[src/rtl/uart_pkg.sv]
// Shared UART definitions: receiver state encoding, default bit timing and small helpers.
// Used by both uart_rx and uart_tx.
package uart_pkg;

    typedef enum logic [2:0] {
        IDLE,
        START,
        DATA,
        PARITY,
        STOP,
        BREAK
    } rx_state_t;

    localparam int CLOCKS_PER_BIT_DEF = 16;
    localparam int MID                = CLOCKS_PER_BIT_DEF / 2;
    localparam int CNT_W              = $clog2(CLOCKS_PER_BIT_DEF);

    function automatic int mid_of(input int clocksPerBit);
        return clocksPerBit / 2;
    endfunction

    function automatic int cnt_w_of(input int clocksPerBit);
        return $clog2(clocksPerBit);
    endfunction

    function automatic logic majority3(input logic a, input logic b, input logic c);
        return (a & b) | (a & c) | (b & c);
    endfunction

endpackage

[src/rtl/uart_rx_fifo.sv]
// First-word-fall-through byte FIFO for the UART receiver; a push into a full FIFO
// without a simultaneous pop is dropped and flagged with a one-cycle overrun pulse.
module uart_rx_fifo #(
    parameter int WIDTH = 8,
    parameter int DEPTH = 4
) (
    input  logic                     clock,
    input  logic                     reset,
    input  logic                     push_i,
    input  logic [WIDTH-1:0]         data_i,
    input  logic                     ready_i,
    output logic [WIDTH-1:0]         data_o,
    output logic                     valid_o,
    output logic                     overrun_o,
    output logic [$clog2(DEPTH):0]   count_o
);

    localparam int AW = $clog2(DEPTH);
    localparam logic [AW:0] PTR_ONE   = (AW + 1)'(1);
    localparam logic [AW:0] DEPTH_CNT = (AW + 1)'(DEPTH);

    logic [WIDTH-1:0] mem_q [DEPTH];
    logic [AW:0]      wr_ptr_q;
    logic [AW:0]      wr_ptr_d;
    logic [AW:0]      rd_ptr_q;
    logic [AW:0]      rd_ptr_d;
    logic [AW:0]      count;
    logic             overrun_q;
    logic             overrun_d;
    logic             full;
    logic             empty;
    logic             pop;
    logic             push_ok;

    // Pointers carry one extra bit so a full FIFO is distinguishable from an empty one.
    assign count   = wr_ptr_q - rd_ptr_q;
    assign full    = (count == DEPTH_CNT);
    assign empty   = (count == '0);
    assign pop     = !empty && ready_i;
    assign push_ok = push_i && (!full || pop);

    always_comb begin
        wr_ptr_d  = wr_ptr_q;
        rd_ptr_d  = rd_ptr_q;
        overrun_d = 1'b0;
        if (push_ok) begin
            wr_ptr_d = wr_ptr_q + PTR_ONE;
        end
        if (pop) begin
            rd_ptr_d = rd_ptr_q + PTR_ONE;
        end
        if (push_i && !push_ok) begin
            overrun_d = 1'b1;
        end
    end

    always_ff @(posedge clock) begin
        if (!reset) begin
            wr_ptr_q  <= '0;
            rd_ptr_q  <= '0;
            overrun_q <= 1'b0;
        end else begin
            wr_ptr_q  <= wr_ptr_d;
            rd_ptr_q  <= rd_ptr_d;
            overrun_q <= overrun_d;
        end
    end

    always_ff @(posedge clock) begin
        if (push_ok) begin
            mem_q[wr_ptr_q[AW-1:0]] <= data_i;
        end
    end

    // The head is forced to zero while empty so stale storage never leaks out.
    assign data_o    = empty ? '0 : mem_q[rd_ptr_q[AW-1:0]];
    assign valid_o   = !empty;
    assign overrun_o = overrun_q;
    assign count_o   = count;

endmodule

[src/rtl/uart_rx.sv]
// UART receiver: two-flop input sync, 3-sample majority vote per bit and a frame FSM feeding
// an FWFT byte FIFO. Define UART_RX_PARITY_EN to expect an even-parity bit before the stop bit.
module uart_rx
    import uart_pkg::*;
#(
    parameter int CLOCKS_PER_BIT = 16,
    parameter int DATA_BITS      = 8,
    parameter int FIFO_DEPTH     = 4
) (
    input  logic                          clock,
    input  logic                          reset,
    input  logic                          uart_data,
    output logic [DATA_BITS-1:0]          byte_in,
    output logic                          byte_valid,
    input  logic                          byte_ready,
    output logic                          framing_error,
    output logic                          overrun_error,
    output logic                          parity_error,
    output logic [$clog2(FIFO_DEPTH):0]   fifo_count
);

    localparam int RX_MID   = mid_of(CLOCKS_PER_BIT);
    localparam int RX_CNT_W = cnt_w_of(CLOCKS_PER_BIT);
    localparam int BIT_W    = $clog2(DATA_BITS + 1);

    localparam logic [RX_CNT_W-1:0] CNT_ONE   = RX_CNT_W'(1);
    localparam logic [RX_CNT_W-1:0] CNT_MIDM1 = RX_CNT_W'(RX_MID - 1);
    localparam logic [RX_CNT_W-1:0] CNT_MID   = RX_CNT_W'(RX_MID);
    localparam logic [RX_CNT_W-1:0] CNT_MIDP1 = RX_CNT_W'(RX_MID + 1);
    localparam logic [RX_CNT_W-1:0] CNT_LAST  = RX_CNT_W'(CLOCKS_PER_BIT - 1);
    localparam logic [BIT_W-1:0]    BIT_ONE   = BIT_W'(1);
    localparam logic [BIT_W-1:0]    BIT_LAST  = BIT_W'(DATA_BITS - 1);

    logic                 sync1_q;
    logic                 rx_s_q;
    rx_state_t            state_q;
    logic [RX_CNT_W-1:0]  cnt_q;
    logic [RX_CNT_W-1:0]  cnt_d;
    logic [BIT_W-1:0]     bit_idx_q;
    logic [DATA_BITS-1:0] shift_q;
    logic [1:0]           vote_q;
    logic                 bit_d;
    logic                 push_q;
    logic                 ferr_q;
`ifdef UART_RX_PARITY_EN
    logic                 par_bad_q;
    logic                 perr_q;
`endif

    always_ff @(posedge clock) begin
        if (!reset) begin
            sync1_q <= 1'b1;
            rx_s_q  <= 1'b1;
        end else begin
            sync1_q <= uart_data;
            rx_s_q  <= sync1_q;
        end
    end

    // cnt_q is the position inside the current bit period, so MID lands on the bit centre.
    assign cnt_d = (cnt_q == CNT_LAST) ? '0 : cnt_q + CNT_ONE;
    assign bit_d = majority3(vote_q[0], vote_q[1], rx_s_q);

    always_ff @(posedge clock) begin
        if (!reset) begin
            state_q   <= IDLE;
            cnt_q     <= '0;
            bit_idx_q <= '0;
            shift_q   <= '0;
            vote_q    <= '0;
            push_q    <= 1'b0;
            ferr_q    <= 1'b0;
`ifdef UART_RX_PARITY_EN
            par_bad_q <= 1'b0;
            perr_q    <= 1'b0;
`endif
        end else begin
            push_q <= 1'b0;
            ferr_q <= 1'b0;
`ifdef UART_RX_PARITY_EN
            perr_q <= 1'b0;
`endif
            if (state_q == DATA || state_q == PARITY || state_q == STOP) begin
                if (cnt_q == CNT_MIDM1) begin
                    vote_q[0] <= rx_s_q;
                end
                if (cnt_q == CNT_MID) begin
                    vote_q[1] <= rx_s_q;
                end
            end

            case (state_q)
                // The detecting edge is position 0 of the start bit, hence the load of one.
                IDLE: begin
                    if (!rx_s_q) begin
                        state_q <= START;
                        cnt_q   <= CNT_ONE;
                    end
                end
                START: begin
                    cnt_q <= cnt_d;
                    if (cnt_q == CNT_MID && rx_s_q) begin
                        state_q <= IDLE;
                    end else if (cnt_q == CNT_LAST) begin
                        state_q   <= DATA;
                        bit_idx_q <= '0;
`ifdef UART_RX_PARITY_EN
                        par_bad_q <= 1'b0;
`endif
                    end
                end
                DATA: begin
                    cnt_q <= cnt_d;
                    if (cnt_q == CNT_MIDP1) begin
                        shift_q <= {bit_d, shift_q[DATA_BITS-1:1]};
                    end
                    if (cnt_q == CNT_LAST) begin
                        if (bit_idx_q == BIT_LAST) begin
`ifdef UART_RX_PARITY_EN
                            state_q <= PARITY;
`else
                            state_q <= STOP;
`endif
                        end else begin
                            bit_idx_q <= bit_idx_q + BIT_ONE;
                        end
                    end
                end
`ifdef UART_RX_PARITY_EN
                PARITY: begin
                    cnt_q <= cnt_d;
                    if (cnt_q == CNT_MIDP1) begin
                        par_bad_q <= bit_d ^ (^shift_q);
                    end
                    if (cnt_q == CNT_LAST) begin
                        state_q <= STOP;
                    end
                end
`endif
                // Decide at the centre of the stop bit and return to IDLE at once,
                // leaving the rest of the stop bit for resync on back-to-back frames.
                STOP: begin
                    cnt_q <= cnt_d;
                    if (cnt_q == CNT_MIDP1) begin
                        if (bit_d) begin
                            state_q <= IDLE;
`ifdef UART_RX_PARITY_EN
                            if (par_bad_q) begin
                                perr_q <= 1'b1;
                            end else begin
                                push_q <= 1'b1;
                            end
`else
                            push_q  <= 1'b1;
`endif
                        end else begin
                            ferr_q  <= 1'b1;
                            state_q <= BREAK;
                        end
                    end
                end
                BREAK: begin
                    if (rx_s_q) begin
                        state_q <= IDLE;
                    end
                end
                default: begin
                    state_q <= IDLE;
                end
            endcase
        end
    end

    uart_rx_fifo #(
        .WIDTH(DATA_BITS),
        .DEPTH(FIFO_DEPTH)
    ) u_fifo (
        .clock    (clock),
        .reset    (reset),
        .push_i   (push_q),
        .data_i   (shift_q),
        .ready_i  (byte_ready),
        .data_o   (byte_in),
        .valid_o  (byte_valid),
        .overrun_o(overrun_error),
        .count_o  (fifo_count)
    );

    assign framing_error = ferr_q;
`ifdef UART_RX_PARITY_EN
    assign parity_error = perr_q;
`else
    assign parity_error = 1'b0;
`endif

endmodule
[config.mk]
export PLATFORM = sky130hd
export DESIGN_NAME = uart_rx
export DESIGN_NICKNAME = d
export VERILOG_FILES = /design/src/rtl/uart_pkg.sv /design/src/rtl/uart_rx_fifo.sv /design/src/rtl/uart_rx.sv
export SDC_FILE = /design/constraint.sdc
export NUM_CORES = 1
export LEC_CHECK = 0
export CAP_MARGIN = 0
export CORE_MARGIN = 2
export CORE_UTILIZATION = 54
export CTS_CLUSTER_DIAMETER = 40
export DETAILED_ROUTE_END_ITERATION = 10
export DONT_BUFFER_PORTS = 1
export PLACE_DENSITY = 0.78
export SLEW_MARGIN = 20
export SYNTH_ARGS = -nofsm -noshare
export SYNTH_HDL_FRONTEND = slang
export SYNTH_HIERARCHICAL = 1
export SYNTH_SLANG_ARGS = --single-unit
[constraint.sdc]
create_clock -name clock -period 3.1 [get_ports clock]
set_input_delay 0.31 -clock clock [delete_from_list [all_inputs] [get_ports clock]]
set_output_delay 0.31 -clock clock [all_outputs]
set_load 0.05 [all_outputs]
==> results of run 1 <==
[final cells by class]
| type | count | area (um^2) |
|---|---|---|
| clock buffers | 9 | 124 |
| clock inverters | 7 | 103 |
| fillers | 452 | 2160 |
| inverters | 13 | 48.8 |
| multi-input cells | 161 | 1370 |
| flip-flops and latches | 66 | 1640 |
| well taps | 72 | 90.1 |
[repair_timing]
item                                    4_1_cts  5_1_grt
setup buffers                                 0        0
endpoints found under the setup margin        0        8
gates resized for setup                       0        1
[state kept, by name, indices dropped and copies added (netlist names), named ones only]
register          cells
bit_idx_q             4
u_fifo/wr_ptr_q       3
framing_error         1
u_fifo/overrun_o      1
u_fifo/mem_q         32
sync1_q               1
rx_s_q                1
shift_q               8
push_q                1
state_q               3
vote_q                2
cnt_q                 4
u_fifo/rd_ptr_q       3
[power by group through the flow]
stage	clock network (uW)	logic, uW	registers, uW
3_5_place_dp	0	585	979
4_1_cts	824	588	959
2_1_floorplan	0	569	950
6_report	802	587	959
3_3_place_gp	0	578	978
5_1_grt	859	609	964
[layer usage]
metal | GRT usage | vias up | part of all wire
li1 | - | 907 | -
met1 | 0.233 | 893 | 0.45
met2 | 0.293 | 46 | 0.49
met3 | 0.0517 | 7 | 0.047
met4 | 0.0831 | 0 | 0.014
met5 | 0 | - | 0
[cells in the mapped netlist, drive strengths merged (7+ instances only)]
cell / count
o21ai: 7
ha: 10
mux4: 8
nor2b: 9
nor2: 18
edfxtp: 32
dfxtp: 34
a21oi: 8
nand3b: 7
nand2b: 8
nand2: 21
mux2i: 18
buf: 8
inv: 13
[worst max-delay path by stage]
stage,startpoint,end,slack (ns),cells past startpoint
6_report,u_fifo/wr_ptr_q[0]$_SDFFE_PN0P_,byte_in[2],0.24,6
5_1_grt,u_fifo/wr_ptr_q[0]$_SDFFE_PN0P_,byte_in[2],0.12,6
4_1_cts,u_fifo/wr_ptr_q[0]$_SDFFE_PN0P_,byte_in[2],0.08,6
3_5_place_dp,u_fifo/wr_ptr_q[0]$_SDFFE_PN0P_,byte_in[2],0.49,6
3_3_place_gp,u_fifo/wr_ptr_q[0]$_SDFFE_PN0P_,byte_in[5],0.54,6
2_1_floorplan,u_fifo/wr_ptr_q[0]$_SDFFE_PN0P_,byte_in[0],0.63,6
[per-stage QoR]
step / setup WS, ns / power (uW)
3_5_place_dp: 0.494 / 1560
4_1_cts: 0.0778 / 2370
5_1_grt: 0.116 / 2430
6_report: 0.240 / 2350
3_3_place_gp: 0.544 / 1560
2_1_floorplan: 0.632 / 1520
[logic make-up after synthesis]
family	count (synthesis)
AND/OR/NAND/NOR	86
flip-flops	66
AO/OA/AOI/OAI	34
multiplexers	26
buffers and inverters	25
adder cells (fa/ha/maj)	12
XOR/XNOR	2
other	1
==> impl_metrics.json, run 1 <==
{
  "run_status": "completed",
  "rr_endpoint": "u_fifo/mem_q[0][0]$_DFFE_PP_",
  "worst_slew_pin_slew_ns": 0.571,
  "sequentialPowerShare": 0.409,
  "die_area_um2": 6420,
  "hold_depth": 1,
  "ys_dominant_reg_cell": "dfxtp_1",
  "drive_gt1_frac": 0.195,
  "die_height_um": 80.2,
  "grt_pass1_wl_um": 8840,
  "whs_ns": 0.0416,
  "required_ns": 2.79,
  "cp_num_buf_inv": 1,
  "synth_edf_count": 32,
  "final_area_um2": 3380,
  "slowest_stage": "nor2b_2",
  "synth_nets": 267,
  "setup_viol": 0,
  "power.switching_uw": 829,
  "start_util": 0.565,
  "grt_overflow": 0,
  "clock_skew_ns": 0.00551,
  "clock_tree.root_cell": "clkbuf_8",
  "drc_errors": 0,
  "internal_power_uw": 1520,
  "die_w_um": 80.2,
  "clockPowerShare": 0.342,
  "worst_setup_path_start_kind": "register",
  "p_per_area_nw_per_um2": 694,
  "synthDistinctLibCells": 62,
  "fmax_mhz": 350,
  "synth_compound_area_frac": 0.0883,
  "cts_tree": "yes",
  "hp-start": "reset",
  "drt_wl_total_um": 5110,
  "synth_top_family_by_area": "simple AND/OR/NAND/NOR gates",
  "fin_cells": 328,
  "place_area_um2": 3150,
  "critPathMaxFanout": 9,
  "cts_inserted_buffers": 9,
  "async_flop_share": 0,
  "r2r_cells": 6,
  "synth_area_leader_cell": "edfxtp_1",
  "reg2reg_from": "u_fifo/wr_ptr_q[0]$_SDFFE_PN0P_",
  "layout_commonest_cell": "dfxtp_1",
  "num_rows": 27,
  "rsz0062_at_grt": "no",
  "critPathMaxStageDelay_ns": 0.50,
  "via_per_inst": 5.65,
  "min_period_ns": 2.86,
  "maxCapViolations": 0,
  "firstDrtPassIters": 4,
  "min_path_type": "primary input to register",
  "final_util": 0.610,
  "syn_area_um2": 3130,
  "cp.arrival_ns": 2.55,
  "end_kind": "primary output",
  "synth_xor_area_frac": 0.0108,
  "clock_sinks": 66,
  "crit_chain": "inv_1 > ha_1 > fa_1 > xor3_4 > nor2_4 > nor2b_2",
  "place_hpwl_um": 3430,
  "yosys.area_share.adder": 0.0495,
  "drt_iter0_markers": 79,
  "reg2reg_slack_ns": 0.51,
  "comb_power_share": 0.250,
  "grt_pass1_vias": 1832,
  "coreArea_um2": 5540,
  "relSlewSlack": 0.618,
  "dp_cells": 312,
  "crit_family": "simple AND/OR/NAND/NOR gates",
  "syn2layout_area_growth_pct": 7.95,
  "gp_congestion": 0.776,
  "synthSimpleGateAreaFrac": 0.173,
  "ios": 19,
  "design.final.nets": 266,
  "insertion_delay_ns": 0.34,
  "crit_type": "register to primary output",
  "grtUsageTotal": 0.184,
  "num_antenna_cells": 0,
  "p_leak_uw": 0.00119,
  "yosys.area.top_type_share": 0.307,
  "grt_max_degree": 28,
  "cts_max_level": 3,
  "final_hold_viol_count": 0,
  "cts_hold_buf": 0,
  "fin_crit_sh": 0.922,
  "ys_ff_latch": 66,
  "synth_mux_area_frac": 0.115,
  "clkTransAtPathRegs_ns": 0.08,
  "yosys-top-cells-area": "edfxtp_1 31%, dfxtp_1 22%, mux2i_1 5.8%",
  "yosysSeqAreaShare": 0.524,
  "clk_path_buf_depth": 2,
  "grt_antenna_before_repair": 0,
  "hold-path-endpoint": "sync1_q$_SDFF_PN1_",
  "ys_warn_count": 6,
  "fin_setup_tns_ns": 0,
  "syn_inst": 252,
  "antenna_left": 0,
  "mostFrequentLayoutCells": "34 x dfxtp_1, 32 x edfxtp_1, 21 x nand2_1",
  "port_buffers": 0,
  "vdd_drop_max_v": 0.000406,
  "swShare": 0.353,
  "drv_slew": 0,
  "post_drt_wl_per_cell_um": 15.6,
  "syn_area_per_cell_um2": 12.4,
  "vias": 1853
}
Power figures use the tool's default switching activity.
==> run 2, diff against run 1 <==
--- a/config.mk
+++ b/config.mk
@@ -11,7 +11,7 @@
 export CTS_CLUSTER_DIAMETER = 40
 export DETAILED_ROUTE_END_ITERATION = 10
 export DONT_BUFFER_PORTS = 1
-export PLACE_DENSITY = 0.78
+export PLACE_DENSITY_LB_ADDON = 0.08
 export SLEW_MARGIN = 20
 export SYNTH_ARGS = -nofsm -noshare
 export SYNTH_HDL_FRONTEND = slang
==> run 2 against run 1 <==
Against the previous run:
- first-iteration DRC count is 3.8% lower
- sequential power hardly changed
- power is 4.8% lower
- core utilization down 0.50 points
- worst setup slack worse by 0.093 ns
- clock skew is 0.0015 ns higher
- flip-flop and latch count unchanged
- design area is 0.81% lower
- largest cell class unchanged
- largest power group unchanged
==> impl_metrics.json, run 2 (synthesized netlist as in run 1, its figures left out) <==
{
  "run_status": "completed",
  "drc_errors": 0,
  "setup_viol": 0,
  "firstDrtPassIters": 4,
  "place_hpwl_um": 3510,
  "fin_crit_sh": 0.953,
  "crit_chain": "inv_1 > ha_1 > fa_1 > xor3_2 > nor2_4 > nor2b_2",
  "num_antenna_cells": 0,
  "fill_cells": 474,
  "rsz0062_at_grt": "no",
  "whs_ns": 0.0485,
  "clock_tree.root_cell": "clkbuf_8",
  "die_area_um2": 6420,
  "grt_max_degree": 28,
  "maxCapViolations": 0,
  "hold_depth": 1,
  "place_area_um2": 3160,
  "cts_setup_buffers": 0,
  "hp-start": "reset",
  "multi_input_area_um2": 1370,
  "drt_iter0_markers": 76,
  "worst_setup_path_start_kind": "register",
  "design.final.nets": 267,
  "drive_gt1_frac": 0.195,
  "vdd_drop_max_v": 0.000381,
  "largest_reg_flops": 32,
  "layout_commonest_cell": "dfxtp_1",
  "p_leak_uw": 0.00118,
  "relSlewSlack": 0.615,
  "r2r_cells": 6,
  "insertion_delay_ns": 0.33,
  "num_rows": 27,
  "end_kind": "primary output",
  "coreArea_um2": 5540,
  "cts_max_level": 3,
  "cts_resized": 0,
  "hold-path-endpoint": "sync1_q$_SDFF_PN1_",
  "cts_tree": "yes",
  "gp_congestion": 0.756,
  "clkTransAtPathRegs_ns": 0.07,
  "crit_type": "register to primary output",
  "p_per_area_nw_per_um2": 666,
  "worst_slew_pin_slew_ns": 0.575,
  "cp.arrival_ns": 2.64,
  "ios": 19,
  "die_w_um": 80.2,
  "final_area_um2": 3350,
  "clk_path_buf_depth": 2,
  "vias": 1807,
  "start_util": 0.565,
  "critPathMaxFanout": 9,
  "regArea_um2": 1640,
  "mostFrequentLayoutCells": "34 x dfxtp_1, 32 x edfxtp_1, 21 x nand2_1",
  "grtUsageTotal": 0.183,
  "grt_pass1_wl_um": 8740,
  "fin_setup_tns_ns": 0,
  "min_period_ns": 2.95,
  "dp_cells": 313,
  "clock_skew_ns": 0.00704,
  "clock_sinks": 66,
  "antenna_left": 0,
  "grt_antenna_before_repair": 0,
  "required_ns": 2.79,
  "final_hold_viol_count": 0,
  "reg2reg_slack_ns": 0.52,
  "cts_hold_buf": 0,
  "post_drt_wl_per_cell_um": 15.5,
  "grt_overflow": 0,
  "slowest_stage": "xor3_2",
  "min_path_type": "primary input to register",
  "fmax_mhz": 339,
  "port_buffers": 0,
  "syn2layout_area_growth_pct": 7.07,
  "fin_cells": 329,
  "drv_slew": 0,
  "reg2reg_from": "u_fifo/wr_ptr_q[0]$_SDFFE_PN0P_",
  "grt_pass1_vias": 1766,
  "cts_inserted_buffers": 9,
  "via_per_inst": 5.49,
  "die_height_um": 80.2,
  "rr_endpoint": "u_fifo/mem_q[0][3]$_DFFE_PP_",
  "drt_wl_total_um": 5090,
  "critPathMaxStageDelay_ns": 0.57
}
-- run 2: per-stage QoR --
| stage | total power (uW) | setup slack, ns | utilization |
|---|---|---|---|
| finish | 2230 | 0.147 | 0.605 |
| global route | 2330 | 0.0301 | 0.605 |
| CTS | 2260 | 0.102 | 0.605 |
| detailed placement | 1560 | 0.480 | 0.570 |
| global placement | 1560 | 0.535 | 0.570 |
| floorplan | 1520 | 0.632 | - |
-- run 2: cell type report --
cell class	instances	share of cell area
multi-input cells	161	0.409
well taps	72	0.0269
repair buffers	1	0.00224
clock buffers	9	0.0369
inverters	13	0.0146
clock inverters	7	0.0209
flip-flops and latches	66	0.490
-- run 2: worst max-delay path by stage --
| stage | from | to | slack (ns) | cells past startpoint |
|---|---|---|---|---|
| after floorplan | u_fifo/wr_ptr_q[0]$_SDFFE_PN0P_ | byte_in[0] | 0.63 | 6 |
| after global placement | u_fifo/wr_ptr_q[0]$_SDFFE_PN0P_ | byte_in[5] | 0.53 | 6 |
| after detailed placement | u_fifo/wr_ptr_q[0]$_SDFFE_PN0P_ | byte_in[5] | 0.48 | 6 |
| after CTS | u_fifo/wr_ptr_q[0]$_SDFFE_PN0P_ | byte_in[5] | 0.10 | 6 |
| after global routing | u_fifo/wr_ptr_q[0]$_SDFFE_PN0P_ | byte_in[3] | 0.03 | 6 |
| final | u_fifo/wr_ptr_q[0]$_SDFFE_PN0P_ | byte_in[5] | 0.15 | 6 |
-- run 2: critical path: cells and delay by family (launching register included) --
kind	cells	cell delay [ns]
xor+xnor	1	0.57
buf+inv	1	0.10
simple gates	2	0.68
fa+ha+maj	2	0.59
flops	1	0.37
-- run 2: report_power, final --
part	switching [uW]	internal, uW	total, uW
combinational	443	135	577
sequential	37.5	921	959
clock	328	370	698
total	808	1430	2230
-- run 2: metal layers --
layer	track usage	wire length, um	vias up
li1	-	-	911
met1	0.223	2300	869
met2	0.307	2540	23
met3	0.0539	182	4
met4	0.0712	60	0
met5	0	0	-
